### config.mk
export PLATFORM = sky130hd
export DESIGN_NAME = four_mem_result_reader
export DESIGN_NICKNAME = d
export VERILOG_FILES = /design/src/rtl/four_mem_result_reader.sv
export SDC_FILE = /design/constraint.sdc
export NUM_CORES = 1
export LEC_CHECK = 0
export ABC_AREA = 1
export BUFFER_PORTS_ARGS = -buffer_cell sky130_fd_sc_hd__buf_2
export CAP_MARGIN = 40
export CORE_MARGIN = 2
export CORE_UTILIZATION = 55
export CTS_CLUSTER_DIAMETER = 60
export DETAILED_ROUTE_END_ITERATION = 16
export GPL_ROUTABILITY_DRIVEN = 0
export PLACE_DENSITY = 0.77
export SYNTH_ARGS = -nofsm -noshare
export SYNTH_HDL_FRONTEND = slang
export SYNTH_SLANG_ARGS = --single-unit
### constraint.sdc
create_clock -name clk -period 5 [get_ports clk]
set_input_delay 1 -clock clk [delete_from_list [all_inputs] [get_ports clk]]
set_output_delay 1 -clock clk [all_outputs]
set_load 0.1 [all_outputs]
### src/rtl/four_mem_result_reader.sv
// rtl/four_mem_result_reader.sv - burst reader for the four-bank result memory with credit-limited output FIFO
// Optional FOUR_MEM_RD_STRIDE_EN adds a stride_i port; otherwise the address step is 1.
module four_mem_result_reader #(
  parameter int ADDR_WIDTH = 14,
  parameter int DATA_WIDTH = 32,
  parameter int FIFO_DEPTH = 4
) (
  input  logic                  clk,
  input  logic                  rst_n,
  input  logic                  start_i,
  input  logic                  abort_i,
  input  logic [ADDR_WIDTH-1:0] base_addr_i,
  input  logic [ADDR_WIDTH:0]   len_i,
`ifdef FOUR_MEM_RD_STRIDE_EN
  input  logic [ADDR_WIDTH-1:0] stride_i,
`endif
  output logic                  busy_o,
  output logic                  done_o,
  output logic [ADDR_WIDTH-1:0] sys_addr_o,
  output logic                  sys_cen_sel_o,
  output logic                  sys_wen_o,
  input  logic [DATA_WIDTH-1:0] mem_rdata_i,
  output logic [DATA_WIDTH-1:0] m_data_o,
  output logic                  m_valid_o,
  input  logic                  m_ready_i,
  output logic                  m_last_o
);

  localparam int PW = $clog2(FIFO_DEPTH);
  localparam int CW = PW + 1;

  typedef enum logic [1:0] {S_IDLE, S_ISSUE, S_DRAIN} state_t;

  state_t                state_q;
  logic [ADDR_WIDTH-1:0] addr_q;
  logic [ADDR_WIDTH:0]   rem_q;
  logic                  sys_last_q;
  logic                  inflight_q;
  logic                  inflight_last_q;
  logic [DATA_WIDTH:0]   fifo_q [FIFO_DEPTH];
  logic [PW-1:0]         wr_ptr_q;
  logic [PW-1:0]         rd_ptr_q;
  logic [CW-1:0]         count_q;
  logic [CW-1:0]         count_d;
  logic                  push;
  logic                  pop;
  logic                  room;
  logic [ADDR_WIDTH-1:0] step;
  logic [ADDR_WIDTH-1:0] start_step;

`ifdef FOUR_MEM_RD_STRIDE_EN
  logic [ADDR_WIDTH-1:0] stride_q;
  assign step       = stride_q;
  assign start_step = stride_i;
`else
  assign step       = ADDR_WIDTH'(1);
  assign start_step = ADDR_WIDTH'(1);
`endif

  assign sys_wen_o = 1'b1;
  assign m_valid_o = (count_q != '0);
  assign m_data_o  = fifo_q[rd_ptr_q][DATA_WIDTH-1:0];
  assign m_last_o  = fifo_q[rd_ptr_q][DATA_WIDTH] & m_valid_o;

  assign push    = inflight_q;
  assign pop     = m_valid_o & m_ready_i;
  assign count_d = count_q + CW'(push) - CW'(pop);
  // A new issue is allowed only if every word already committed still fits after it lands.
  assign room    = (count_d + CW'(sys_cen_sel_o)) < CW'(FIFO_DEPTH);

  always_ff @(posedge clk or negedge rst_n) begin
    if (!rst_n) begin
      state_q         <= S_IDLE;
      addr_q          <= '0;
      rem_q           <= '0;
      sys_last_q      <= 1'b0;
      inflight_q      <= 1'b0;
      inflight_last_q <= 1'b0;
      wr_ptr_q        <= '0;
      rd_ptr_q        <= '0;
      count_q         <= '0;
      busy_o          <= 1'b0;
      done_o          <= 1'b0;
      sys_addr_o      <= '0;
      sys_cen_sel_o   <= 1'b0;
      for (int i = 0; i < FIFO_DEPTH; i++) fifo_q[i] <= '0;
`ifdef FOUR_MEM_RD_STRIDE_EN
      stride_q        <= '0;
`endif
    end else if (abort_i) begin
      state_q         <= S_IDLE;
      inflight_q      <= 1'b0;
      inflight_last_q <= 1'b0;
      wr_ptr_q        <= '0;
      rd_ptr_q        <= '0;
      count_q         <= '0;
      busy_o          <= 1'b0;
      done_o          <= 1'b0;
      sys_cen_sel_o   <= 1'b0;
    end else begin
      inflight_q      <= sys_cen_sel_o;
      inflight_last_q <= sys_last_q;
      count_q         <= count_d;
      sys_cen_sel_o   <= 1'b0;
      done_o          <= 1'b0;
      if (push) begin
        fifo_q[wr_ptr_q] <= {inflight_last_q, mem_rdata_i};
        wr_ptr_q         <= wr_ptr_q + PW'(1);
      end
      if (pop) rd_ptr_q <= rd_ptr_q + PW'(1);

      case (state_q)
        S_IDLE: begin
          if (start_i) begin
            if (len_i == '0) begin
              done_o <= 1'b1;
            end else begin
              busy_o        <= 1'b1;
              sys_cen_sel_o <= 1'b1;
              sys_addr_o    <= base_addr_i;
              addr_q        <= base_addr_i + start_step;
              rem_q         <= len_i - (ADDR_WIDTH + 1)'(1);
              sys_last_q    <= (len_i == (ADDR_WIDTH + 1)'(1));
              state_q       <= (len_i == (ADDR_WIDTH + 1)'(1)) ? S_DRAIN : S_ISSUE;
`ifdef FOUR_MEM_RD_STRIDE_EN
              stride_q      <= stride_i;
`endif
            end
          end
        end
        S_ISSUE: begin
          if (room && rem_q != '0) begin
            sys_cen_sel_o <= 1'b1;
            sys_addr_o    <= addr_q;
            addr_q        <= addr_q + step;
            rem_q         <= rem_q - (ADDR_WIDTH + 1)'(1);
            sys_last_q    <= (rem_q == (ADDR_WIDTH + 1)'(1));
            if (rem_q == (ADDR_WIDTH + 1)'(1)) state_q <= S_DRAIN;
          end
        end
        S_DRAIN: begin
          // Finished once the last read has landed and its beat has left the FIFO.
          if (!sys_cen_sel_o && !inflight_q && count_d == '0) begin
            done_o  <= 1'b1;
            busy_o  <= 1'b0;
            state_q <= S_IDLE;
          end
        end
        default: state_q <= S_IDLE;
      endcase
    end
  end

endmodule

Word-level counts from Yosys, hierarchy flattened:

Index checks and enable logic that the tools add are counted.
Widths: inputs -> output; s select.

* multiplexer cells: 52
* div/mod/pow operators: 0
* add/sub/neg operators: 9
* shifts and indexed selects: 0
* bitwise operators: 5
* reductions and logical operators: 19
* $lt $le $gt $ge: 4
* multipliers: 0
* equal/unequal tests: 12

Operators by type and width (count)
* $bwmux 132: 1
* $mux 33: 3
* $mux 14: 6
* $bmux 33 s2: 1
* $demux 33 s2: 1
* $pmux 14 s2: 2
* $mux 15: 3
* $eq 15x1->1 const B: 2
* $pmux 15 s2: 1
* $sub 15x1->15 const B: 2
* $add 14x1->14 const B: 2
* $mux 2: 11
* $mux 1: 17
* $logic_not 15->1: 1
* $ne 3x3->1 const B: 5
* $reduce_bool 15->1: 1
* $reduce_and 5->1: 2
* $pmux 1 s2: 4
* $add 3x1->3: 2
* $ge 3x3->1 const B: 2
* $ne 2x2->1 const B: 3
* $not 2->3: 2
* $pmux 2 s3: 1
* $reduce_bool 2->1: 3
* other kinds (16): 23

* memory bits (writable): 0
* latch bits: 0
* bits in registers: 190
* memories: 0
* input bits: 66
* bits in read-only memories: 0
* word-level logic and storage cells: 118
* output and inout port bits: 52

Depth between registers and ports, before layout:

* word-level depth: 9
* gate-level depth with buffers: 18
* mapped depth without buffers: 17

Worst setup path after synthesis:

Ideal clock, no wire load.

* path kind: register -> output
* start point: register rd_ptr_q[0]
* end point: output m_data_o[23]
* setup slack: 1470 ps
* arrival time: 2530 ps
* cell stages (with the launch flop): 6
* path through: dfrtp_1 > inv_1 > clkbuf_1 > clkbuf_1 > o21ai_0 > o22ai_1

* cells in the longest elaborated chain, start to end: 4

Ends and longest elaborated chain
* start: declaration: RTL line 42 `logic [PW-1:0] rd_ptr_q;`
* start signal: assignment: RTL line 110 `if (pop) rd_ptr_q <= rd_ptr_q + PW'(1);`
* $not 2->3 (not written as such): RTL line 62 `assign m_data_o = fifo_q[rd_ptr_q][DATA_WIDTH-1:0];`
* $bmux 33 s2: RTL line 62
* $mux 33 (2 in a row)
* end: declaration: RTL line 23 `output logic [DATA_WIDTH-1:0] m_data_o,`

Every way passes these cells. The select of a mux whose other input is x is not followed.

Final worst setup path:

* start point: register count_q[1]
* end point: register addr_q[12]

* cells in the longest elaborated chain, start to end: 8
* elaborated cells between the ends (all ways): 9

Ends and longest elaborated chain
* start: declaration: RTL line 43 `logic [CW-1:0] count_q;`
* start signal: assignment: RTL line 103 `count_q <= count_d;`
* branches (longest 2 deep; another with $add 3x1->3)
* $sub 3x1->3 *: RTL line 67 `assign count_d = count_q + CW'(push) - CW'(pop);`
* $add 3x1->3 *: RTL line 69 `assign room = (count_d + CW'(sys_cen_sel_o)) < CW'(FIFO_DEPTH);`
* $lt 3x3->1 *: RTL line 69
* $logic_and 1x1->1 *: RTL line 132 `if (room && rem_q != '0) begin`
* $ne 2x2->1 (no source line) *
* $reduce_and 5->1 (no source line) *
* end signal: assignment: RTL line 121 `addr_q <= base_addr_i + start_step;`
* end signal: assignment: RTL line 135 `addr_q <= addr_q + step;`
* end: declaration: RTL line 35 `logic [ADDR_WIDTH-1:0] addr_q;`

Every way passes the cells marked *.
A chain may end at the register's enable or synchronous reset.

==> metrics.csv <==
metric,value,unit
I/O Buffers,116,
Core Region,0.0171,mm^2
Yosys reg bits,190,
"Setup Fix Bufs, Post-CTS",0,
net switching power,3.97,mW
clock latency on the worst-skew pair,430,ps
grt ovf,0,
R2R cell count,15,
xor and xnor area share after synthesis,1.29,%
critical path arrival,3780,ps
Sum Neg Setup Slack,0,ps
crit path from,count_q[1]$_DFF_PN0_,
fin nets,1391,
worst-path maximum fanout,57,
switch share,52.6,%
actual slew at the worst max-slew pin,688,ps
combinational family with the most area after synthesis,simple AND/OR/NAND/NOR gates,
global-route wire length before repair,36800,um
Post-Syn Area,0.00949,mm^2
Worst R2R End,addr_q[12]$_DFFE_PN0P_,
FILL cells,1531,
share of post-route cells with drive strength above 1,13.9,%
Hold Buf Count CTS,0,
clk_skew,8.99,ps
VDD IR max,0.572,mV
max_cap viols,0,
Static Leak,5.51,nW
DP Cell Count,1519,
# resized after CTS,0,
TritonCTS clock tree,done,
antenna-violating nets left,0,
Synth area leaders,"dfrtp_1 (50%), nand2_1 (15%), o21ai_0 (12%)",
# setup viols final,0,
Final period util,68.3,%
GRT Total Usage,24.8,%
Hold WS,469,ps
Post-Synth Adder-Cell Area,1.66,%
DR WL/cell,13.9,um
Critical Path Sink Type,flop,
outcome,finished clean,
multiplexer share of the synthesized area,0.105,%
fmax,0.293,GHz
post-route cell area,0.0108,mm^2
via count,8214,
multi-input logic area,0.00408,mm^2
Avg Inst Size Synth,7.71,um^2
"Hold Vio Cnt, Final",0,
die area,0.0183,mm^2
Worst setup SP type,flop,
DRC,0,
crit path to,addr_q[12]$_DFFE_PN0P_,
Post-DP Area,0.0102,mm^2
Num CTS Buffers,17,
Synth top area share,50.1,%
RSZ-0062 raised after global routing,false,
Ys Warns,0,
crit path time final,3420,ps
vias in the first global route,7844,
"Reg clk slew, reported paths",60,ps
PwrDens,700,mW/mm^2
P_int,3.58,mW
fin cells,1549,
largest net degree at the start of global routing,71,
R2R setup slack,1580,ps
final WL,21600,um
syn_nets,1309,
initial antenna violation count,0,
Synth Area in Simple Gates,25.4,%
drt via density,5.30,
P&R area growth vs syn,13.7,%
Die W,135,um
TritonRoute pass-1 iters,5,
post-synthesis cell count,1231,
clock buffer depth,2,
sequential cell area,0.00476,mm^2
Worst Hold Class,flop to flop,
Netlist cell types,31,
Final Slew Violations,0,
Die Ht,135,um
CP required,5370,ps
relative slew slack,54.0,%
H-Tree Depth,4,
compound-gate portion of the synthesized area,14.4,%
root buf cell,clkbuf_16,
Sequential Power Share,30.4,%
RR Startpoint,count_q[1]$_DFF_PN0_,
clock sink count,190,
ANT cells,0,
Detailed Route Iter0 Violations,528,
IO Count,118,
register area share after synthesis,50.1,%
clock power share,17.6,%
dpl hpwl,14100,um
critical path class,flop to flop,
Initial Util,55.6,%
num rows,48,
combinational group share of total power,52.0,%
"area leader, netlist",dfrtp_1,
power groups by stage:
stage	registers (mW)	clock network (mW)	logic, mW
finish	2.30	1.33	3.93
global route	2.36	1.41	4.25
CTS	2.29	1.35	3.94
detailed placement	2.31	0	3.93
global placement	2.31	0	3.86
floorplan	2.65	0	3.02
layout make-up:
cell class | count | share of cell area [%]
clock buffer | 26 | 4.91
clock inverter | 4 | 0.476
inverter | 86 | 2.99
multi-input combinational | 889 | 37.8
sequential | 190 | 44.1
tap | 225 | 2.61
timing repair buffer | 129 | 7.09
cells in the final DEF, fill, tap and decap left out, types with 8 or more instances in the layout:
cell type	n
buf_2	115
buf_4	8
clkbuf_16	17
clkbuf_8	8
dfrtp_1	189
ha_1	11
inv_1	82
nand2_1	369
nand2_2	10
nand3_1	55
nor2_1	139
o21ai_0	223
o22ai_1	32
xor2_1	11
per-stage QoR:
stage,util [%],worst slack (ps),power [mW]
after floorplan,-,1470,5.66
after global placement,59.2,1400,6.17
after detailed placement,59.8,1290,6.24
after CTS,63.2,1580,7.58
after global routing,63.2,1260,8.02
final,63.2,1580,7.55
routing by layer:
metal	vias to the layer above	track usage, %	wire (um)
li1	4127	-	-
met1	3845	34.1	10100
met2	219	41.0	10100
met3	23	3.74	1020
met4	0	7.35	298
met5	-	0	0
critical path, stage by stage (launching register included):
cell and delay [ps]:
dfrtp_1 430, nor3_1 390, nor2_1 130, ha_1 290, inv_1 40, ha_1 170
inv_1 70, fa_1 450, nor3_1 290, nand3_1 110, nand2_1 90, nand3_1 80
nand2_2 80, buf_4 460, nand3_1 160, nand2_1 90
Yosys cell counts, drive strengths merged:
library cell / instances
a21oi: 8
a31oi: 1
buf: 32
clkbuf: 34
conb: 1
dfrtp: 190
fa: 1
ha: 11
inv: 86
mux2i: 1
nand2: 380
nand3: 57
nand3b: 2
nand4: 5
nor2: 147
nor3: 4
nor3b: 1
o21ai: 223
o22ai: 32
or2: 1
xnor2: 3
xor2: 11
registers in the layout, summed over array words and instances, names as in the netlist, 2 cells and up:
signal      count
sys_addr_o     14
count_q         3
wr_ptr_q        2
fifo_q        132
state_q         2
addr_q         14
rem_q          15
rd_ptr_q        2
worst min-delay path by stage:
stage                                           end  slack (ps)  cells past startpoint                      start
after floorplan               addr_q[0]$_DFFE_PN0P_         440                      2      addr_q[0]$_DFFE_PN0P_
after global placement    sys_addr_o[2]$_DFFE_PN0P_         450                      2  sys_addr_o[2]$_DFFE_PN0P_
after detailed placement  sys_addr_o[0]$_DFFE_PN0P_         450                      2  sys_addr_o[0]$_DFFE_PN0P_
after CTS                 sys_addr_o[1]$_DFFE_PN0P_         470                      2  sys_addr_o[1]$_DFFE_PN0P_
after global routing      sys_addr_o[1]$_DFFE_PN0P_         490                      2  sys_addr_o[1]$_DFFE_PN0P_
final                     sys_addr_o[3]$_DFFE_PN0P_         470                      2  sys_addr_o[3]$_DFFE_PN0P_
logic make-up after synthesis:
kind of cell,count (synthesis)
muxes,1
DFF,190
other,1
xor gates and xnor gates,14
adders and majority gates,12
AOI/OAI and AO/OA,264
and+or+nand+nor,597
buffers and inverters,152
No activity file was read; power rests on OpenSTA's default activity.
